## src/rtl/cascade_idelay_calib.sv

```systemverilog
// IDELAYE2 tap training controller: sweeps all 32 taps on every lane, tracks the widest
// passing window per lane and loads its centre (or a fallback tap) when the sweep ends.
module cascade_idelay_calib #(
  parameter int unsigned LANES       = 3,
  parameter int unsigned SETTLE_CYC  = 16,
  parameter int unsigned SAMPLE_CYC  = 64,
  parameter int unsigned MIN_WIN     = 4,
  parameter int unsigned DEFAULT_TAP = 1
) (
  input  logic               i_clk,
  input  logic               i_rst,
  input  logic               i_start,
  input  logic [LANES-1:0]   i_rx,
  input  logic [LANES-1:0]   i_exp,
  output logic [LANES-1:0]   o_delay_ce,
  output logic [LANES-1:0]   o_delay_inc,
  output logic [LANES-1:0]   o_delay_ld,
  output logic [LANES*5-1:0] o_delay_val,
  output logic               o_busy,
  output logic               o_done,
  output logic [LANES-1:0]   o_fail,
  output logic [LANES*6-1:0] o_win_len
);

  localparam int unsigned MaxCyc = (SETTLE_CYC > SAMPLE_CYC) ? SETTLE_CYC : SAMPLE_CYC;
  localparam int unsigned CntW   = $clog2(MaxCyc + 1);
  localparam logic [CntW-1:0] SettleLast = CntW'(SETTLE_CYC - 1);
  localparam logic [CntW-1:0] SampleLast = CntW'(SAMPLE_CYC - 1);
  localparam logic [5:0]      MinWin     = 6'(MIN_WIN);
  localparam logic [4:0]      DefTap     = 5'(DEFAULT_TAP);

  typedef enum logic [2:0] {
    StIdle, StLoad, StSettle, StSample, StEval, StFinalLd, StDone
  } state_e;

  state_e                    state_q, state_d;
  logic [4:0]                tap_q, tap_d;
  logic [CntW-1:0]           cnt_q, cnt_d;
  logic [LANES-1:0]          err_q, err_d;
  logic [LANES-1:0][5:0]     run_len_q, run_len_d, best_len_q, best_len_d;
  logic [LANES-1:0][4:0]     run_start_q, run_start_d, best_start_q, best_start_d;
  logic [LANES*5-1:0]        val_q, val_d;
  logic [LANES-1:0]          fail_q, fail_d;
  logic [LANES*6-1:0]        win_len_q, win_len_d;

  logic                      ld;
  logic [LANES-1:0][5:0]     centre;
  logic [LANES-1:0]          win_ok;
  logic [LANES*5-1:0]        final_val;

  always_comb begin
    for (int unsigned k = 0; k < LANES; k++) begin
      // Centre in 6 bits so a full 32-tap window (len 32) cannot wrap before truncation.
      centre[k]         = {1'b0, best_start_q[k]} + ((best_len_q[k] - 6'd1) >> 1);
      win_ok[k]         = best_len_q[k] >= MinWin;
      final_val[k*5+:5] = win_ok[k] ? centre[k][4:0] : DefTap;
    end
  end

  always_comb begin
    state_d      = state_q;
    tap_d        = tap_q;
    cnt_d        = cnt_q;
    err_d        = err_q;
    run_len_d    = run_len_q;
    run_start_d  = run_start_q;
    best_len_d   = best_len_q;
    best_start_d = best_start_q;
    val_d        = val_q;
    fail_d       = fail_q;
    win_len_d    = win_len_q;
    ld           = 1'b0;
    o_busy       = 1'b0;
    o_done       = 1'b0;

    unique case (state_q)
      StIdle: begin
        if (i_start) begin
          run_len_d    = '0;
          run_start_d  = '0;
          best_len_d   = '0;
          best_start_d = '0;
          err_d        = '0;
          tap_d        = 5'd0;
          fail_d       = '0;
          win_len_d    = '0;
          state_d      = StLoad;
        end
      end
      StLoad: begin
        o_busy  = 1'b1;
        ld      = 1'b1;
        val_d   = {LANES{tap_q}};
        cnt_d   = '0;
        state_d = StSettle;
      end
      StSettle: begin
        o_busy = 1'b1;
        if (cnt_q == SettleLast) begin
          cnt_d   = '0;
          state_d = StSample;
        end else begin
          cnt_d = cnt_q + 1'b1;
        end
      end
      StSample: begin
        o_busy = 1'b1;
        err_d  = ((cnt_q == '0) ? '0 : err_q) | (i_rx ^ i_exp);
        if (cnt_q == SampleLast) begin
          state_d = StEval;
        end else begin
          cnt_d = cnt_q + 1'b1;
        end
      end
      StEval: begin
        o_busy = 1'b1;
        for (int unsigned k = 0; k < LANES; k++) begin
          if (!err_q[k]) begin
            if (run_len_q[k] == 6'd0) run_start_d[k] = tap_q;
            run_len_d[k] = run_len_q[k] + 6'd1;
            // Strict compare: an equal-length later window never displaces the earlier one.
            if (run_len_d[k] > best_len_q[k]) begin
              best_start_d[k] = run_start_d[k];
              best_len_d[k]   = run_len_d[k];
            end
          end else begin
            run_len_d[k] = 6'd0;
          end
        end
        if (tap_q == 5'd31) begin
          state_d = StFinalLd;
        end else begin
          tap_d   = tap_q + 5'd1;
          state_d = StLoad;
        end
      end
      StFinalLd: begin
        o_busy  = 1'b1;
        ld      = 1'b1;
        val_d   = final_val;
        fail_d  = ~win_ok;
        for (int unsigned k = 0; k < LANES; k++) win_len_d[k*6+:6] = best_len_q[k];
        state_d = StDone;
      end
      StDone: begin
        o_done  = 1'b1;
        state_d = StIdle;
      end
      default: state_d = StIdle;
    endcase
  end

  always_ff @(posedge i_clk) begin
    if (i_rst) begin
      state_q      <= StIdle;
      tap_q        <= 5'd0;
      cnt_q        <= '0;
      err_q        <= '0;
      run_len_q    <= '0;
      run_start_q  <= '0;
      best_len_q   <= '0;
      best_start_q <= '0;
      val_q        <= '0;
      fail_q       <= '0;
      win_len_q    <= '0;
    end else begin
      state_q      <= state_d;
      tap_q        <= tap_d;
      cnt_q        <= cnt_d;
      err_q        <= err_d;
      run_len_q    <= run_len_d;
      run_start_q  <= run_start_d;
      best_len_q   <= best_len_d;
      best_start_q <= best_start_d;
      val_q        <= val_d;
      fail_q       <= fail_d;
      win_len_q    <= win_len_d;
    end
  end

  // The tap value is visible in the same cycle as its load strobe.
  assign o_delay_val = (state_q == StLoad)    ? {LANES{tap_q}} :
                       (state_q == StFinalLd) ? final_val      : val_q;
  assign o_delay_ld  = {LANES{ld}};
  assign o_delay_ce  = '0;
  assign o_delay_inc = '0;
  assign o_fail      = fail_q;
  assign o_win_len   = win_len_q;

endmodule

```

## config.mk

```make
export PLATFORM = sky130hd
export DESIGN_NAME = cascade_idelay_calib
export DESIGN_NICKNAME = d
export VERILOG_FILES = /design/src/rtl/cascade_idelay_calib.sv
export SDC_FILE = /design/constraint.sdc
export NUM_CORES = 1
export LEC_CHECK = 0
export CELL_PAD_IN_SITES_DETAIL_PLACEMENT = 1
export CELL_PAD_IN_SITES_GLOBAL_PLACEMENT = 1
export CORE_MARGIN = 2
export CORE_UTILIZATION = 35
export DETAILED_ROUTE_END_ITERATION = 10
export PLACE_DENSITY_LB_ADDON = 0.1
export SLEW_MARGIN = 20
export SYNTH_ARGS = -nofsm -noshare
export SYNTH_HDL_FRONTEND = slang
export SYNTH_SLANG_ARGS = --single-unit
export TNS_END_PERCENT = 100
```

## constraint.sdc

```tcl
create_clock -name i_clk -period 6.5 [get_ports i_clk]
set_input_delay 1.625 -clock i_clk [delete_from_list [all_inputs] [get_ports i_clk]]
set_output_delay 1.625 -clock i_clk [all_outputs]
set_load 0.005 [all_outputs]
```

# --- Word-level counts from Yosys, hierarchy flattened ---
# Index checks and enable logic that the tools add are counted.
op_classes:
  reduce_logical: 24
  add_sub_neg: 11
  n_eq_ne: 20
  n_mux: 52
  bitwise: 3
  magnitude_cmp: 6
ops:
  columns: ["op", "n"]
  rows:
  - ["case mux 18 bit (2 select lines)", 3]
  - ["case mux 15 bit (2 select lines)", 3]
  - ["2-to-1 mux 5 bit", 17]
  - ["2-to-1 mux 6 bit", 9]
  - ["2-to-1 mux 15 bit", 3]
  - ["!= test 2 bit, second input constant", 11]
  - ["case mux 7 bit (3 select lines)", 1]
  - ["adder 6 x 1 -> 6 bit, second input constant", 3]
  - ["greater-or-equal comparator 6 x 3 -> 1 bit, second input constant", 3]
  - ["> comparator 6 bit", 3]
  - ["zero test 6 bit", 3]
  - ["2-to-1 mux 18 bit", 1]
  - ["2-to-1 mux 3 bit", 6]
  - ["case mux 3 bit (6 select lines)", 1]
  - ["subtractor 6 x 1 -> 6 bit, second input constant", 3]
  - ["adder 5 bit", 3]
  - ["AND reduction 3 bit", 5]
  - ["2-to-1 mux 7 bit", 2]
  - ["case mux 3 bit (2 select lines)", 2]
  - ["AND reduction 4 bit", 3]
  - ["case mux 5 bit (2 select lines)", 1]
  - ["equality test 3 bit, second input constant", 3]
  - ["AND reduction 2 bit", 4]
  - ["nonzero test 2 bit", 4]
  - ["16 further kinds", 19]
word_totals:
  out_inout_bits: 47
  register_bits: 120
  inputBits: 9

# --- Logic depth before layout (Yosys ltp) ---
logic_depth:
  word_depth: 5
  ltp_mapped: 11
  ltp_nobuf: 11

# --- Worst setup path after synthesis ---
# No wires, ideal clock.
synth_timing:
  kind: "register -> output"
  start: "reg best_len_q[12] (netlist bit)"
  end: "out o_delay_val[14]"
  setup_slack_ns: 2.937
  arrival_ns: 1.938
  t_required_ns: 4.875
  stages_incl_launch_ff: 10
  cell_sequence: "dfxtp_1 -> inv_1 -> ha_1 -> inv_1 -> ha_1 -> fa_1 -> a21o_1 -> a21oi_1 -> xnor2_1 -> o21ai_0"
synth_between:
  elab_chain_len: 5
synth_rtl:
  columns: ["element", "line", "source"]
  rows:
  - ["from (decl)", "40", "logic [LANES-1:0][5:0] run_len_q, run_len_d, best_len_q, best_len_d;"]
  - ["from (signal assigned)", "173", "best_len_q <= best_len_d;"]
  - ["subtractor 6 x 1 -> 6 bit", "54", "centre[k] = {1'b0, best_start_q[k]} + ((best_len_q[k] - 6'd1) >> 1);"]
  - ["adder 5 bit", "54", null]
  - ["2-to-1 mux 5 bit (*)", "56", "final_val[k*5+:5] = win_ok[k] ? centre[k][4:0] : DefTap;"]
  - ["2-to-1 mux 15 bit (*)", "183", "(state_q == StFinalLd) ? final_val : val_q;"]
  - ["2-to-1 mux 15 bit (*)", "182", "assign o_delay_val = (state_q == StLoad) ? {LANES{tap_q}} :"]
  - ["to (decl)", "18", "output logic [LANES*5-1:0] o_delay_val,"]
# Mark *: on every way between the ends. The rest lies on a longest branch, timed or not.

# --- Worst setup path after layout ---
layout_timing:
  start: "reg state_q[0]"
  end: "out o_delay_val[3]"
layout_between:
  elab_chain_len: 3
layout_rtl:
  columns: ["element", "line", "source"]
  rows:
  - ["from (decl)", "36", "state_e state_q, state_d;"]
  - ["from (signal assigned)", "155", "state_q <= StIdle;"]
  - ["from (signal assigned)", "167", "state_q <= state_d;"]
  - ["equality test 3 bit", "183", null]
  - ["2-to-1 mux 15 bit", "183", null]
  - ["2-to-1 mux 15 bit (*)", "182", null]
# Marks and branches as above.

==> flow_summary.yaml <==
place:
  gp_congestion: 0.798
  io_buffer_count: 49
  dpl.hpwl_um: 13400
clock_tree:
  clk_latency_ns: 0.42
  cts_root_buf: "clkbuf_16"
  cts_buffers: 17
  cts_setup_buffers: 0
  postCtsHoldBufs: 0
  cts_tree: "yes"
  post_cts_resized: 0
  h-tree-depth: 4
  clk_path_buf_depth: 2
  cts.sinks: 120
  clkTransAtPathRegs_ns: 0.06
floorplan:
  start_util: 0.357
  coreArea_sq_um: 18700
  die_width_um: 142
  io_pins: 56
  dieHeight_um: 142
  row_count: 50
  die-area_sq_um: 20200
min_path:
  hp-class: "reg -> reg"
  worstHoldPathCells: 2
  min_from: "run_start_q[14]"
  holdPathEnd: "run_start_q[14]"
drt:
  dr.pass1.iters: 4
  drt_iter0_drc: 236
  drc_errors: 0
  avgViaCountPerCell: 5.34
  num_vias: 5671
  routed_wl_um: 18800
  final_antenna_net_count: 0
  wire_per_inst_um: 17.7
timing:
  hold_ws_ns: 0.457
  clock_skew_ns: 0.00722
  relSlewSlack: 0.297
  hold_viol_final: 0
  clock.fmax_mhz: 208
  tns_ns: 0
  period_needed_ns: 4.81
  slew_violations: 0
  min_period_over_period: 0.740
  rsz0062_at_grt: "no"
  worst_slew_pin_slew_ns: 1.05
  setup_viol: 0
worst_setup_path:
  crit_path_start_kind: "flip-flop"
  cp_data_required_time_ns: 4.88
  rrSetupSlack_ns: 3.27
  crit_fanout: 19
  cp.arrival_ns: 3.19
  worst_setup_path_end_kind: "output port"
  reg2reg_depth: 10
  r2r_start: "run_len_q[12]"
  r2r_end: "best_start_q[11]"
  path_class: "reg -> out"
synth:
  async_flop_share: 0
  ys_seq_area_frac: 0.360
  synth_edf_count: 0
  synthTopCellsByArea: "dfxtp_1, ha_1, nor2_1"
  netlist_area_sq_um: 6670
  syn_inst: 785
  synth_top_area_frac: 0.360
  ys_warn_count: 0
  yosysMostFrequentCell: "dfxtp_1"
  synth_cell_types: 68
  synth.avg_cell_area_sq_um: 8.50
  yosys_most_used_dff: "dfxtp_1"
  netlist.top_cell.by_area: "dfxtp_1"
  synth_seq_cells: 120
  synth_common_cells: "dfxtp_1, nor2_1, a21oi_1"
global_route:
  gr-usage-met1: 0.244
  grt_overflow: 0
  antenna_found_initial: 0
  grt_use_met2: 0.343
  grt_pass1_wl_um: 31100
  grt_max_degree: 61
  grt-busiest-layer: "met2"
  use_met3: 0.0410
  track_usage: 0.195
  grt_pass1_vias: 6028
pwr:
  p_leak_nw: 2.99
  power.density_nw_per_um2: 229
  ir_drop_v: 0.000178
  p_total_mw: 1.80
layout:
  syn2layout_area_growth_pct: 17.7
  fin_nets: 873
  insertedDiodeCount: 0
  drive_gt1_frac: 0.0713
run_status:
  outcome: "finished, final reports clean"
job:
  drv_cap: 0
[how the worst max path moves through the flow]
| stage | slack [ns] | end | cells past startpoint | from |
|---|---|---|---|---|
| floorplan | 2.94 | o_delay_val[14] | 9 | best_len_q[12] |
| global placement | 2.26 | o_delay_val[3] | 6 | state_q[0] |
| detailed placement | 2.13 | o_delay_val[3] | 6 | state_q[0] |
| CTS | 1.68 | o_delay_val[3] | 6 | state_q[0] |
| global route | 1.35 | o_delay_val[8] | 6 | state_q[0] |
| finish | 1.69 | o_delay_val[3] | 6 | state_q[0] |
[sequential cells by signal, indices dropped and copies added (netlist names), 5 cells and up]
register / count
val_q: 15
best_len_q: 18
run_start_q: 15
o_win_len: 18
best_start_q: 15
run_len_q: 18
tap_q: 5
cnt_q: 7
[worst max-delay path: stages, from the launching register on]
cell and delay [ns]:
dfxtp_1 0.67, nand2b_1 0.52, inv_1 0.49, o21ai_0 0.27
a31oi_1 0.29, nor2_1 0.07, clkdlybuf4s50_1 0.44
[placed cells by master (no fill, tap or decap), types with 4 or more instances in the layout]
cell type          n
ha_1              47
nor2_1            89
o32ai_1            4
buf_4              8
o21a_1             4
mux2i_1           17
mux2_2             4
nor4_1             4
and2_1             8
a41o_1             4
nand2b_1          13
a21oi_1           57
inv_1             38
a22oi_1           34
dfxtp_1          120
a21o_1             7
nand4_1            6
clkdlybuf4s50_1   48
or3_1              4
nor3_1            23
or4_1              4
clkinv_2           6
a31oi_1            4
xnor2_1           29
nand2_1           55
nand3_1           34
nor2b_1           15
xor2_1            14
clkbuf_16         17
conb_1             6
o21ai_0           33
[metal layers]
layer	share of wire	routed length, um
met1	0.48	8930
met2	0.49	9200
met3	0.025	472
met4	0.0081	152
met5	0	0
[logic make-up after synthesis]
| logic type | after synthesis | synth area share |
|---|---|---|
| mux | 21 | 0.0323 |
| flops | 120 | 0.360 |
| fa+ha+maj | 50 | 0.0972 |
| other cells | 1 | 0.000562 |
| buf+inv | 90 | 0.0608 |
| simple gates | 282 | 0.214 |
| xor+xnor | 43 | 0.0565 |
| compound gates | 178 | 0.178 |
[through the flow]
stage | area [sq um] | worst slack [ns] | instances | util
after floorplan | 6690 | 2.94 | 790 | -
after global placement | 7280 | 2.26 | 1029 | 0.389
after detailed placement | 7280 | 2.13 | 1029 | 0.389
after CTS | 7850 | 1.68 | 1061 | 0.420
after global routing | 7850 | 1.35 | 1061 | 0.420
final | 7850 | 1.69 | 1061 | 0.420
[final cells by class]
class	count	area [sq um]
fill	2175	10900
multi-input combinational	580	3900
sequential	120	2400
timing repair buffer	56	541
clock buffer	23	478
tap	234	293
inverter	39	146
clock inverter	9	97.6
[where the power goes]
group          total (mW)  leakage, nW  switching (mW)  internal (mW)
sequential          0.752        0.968         0.00943          0.742
combinational       0.108         1.74          0.0690         0.0390
clock               0.936        0.286           0.346          0.590
total                1.80         2.99           0.424           1.37
Note: power is estimated with default switching activity, not from simulation.
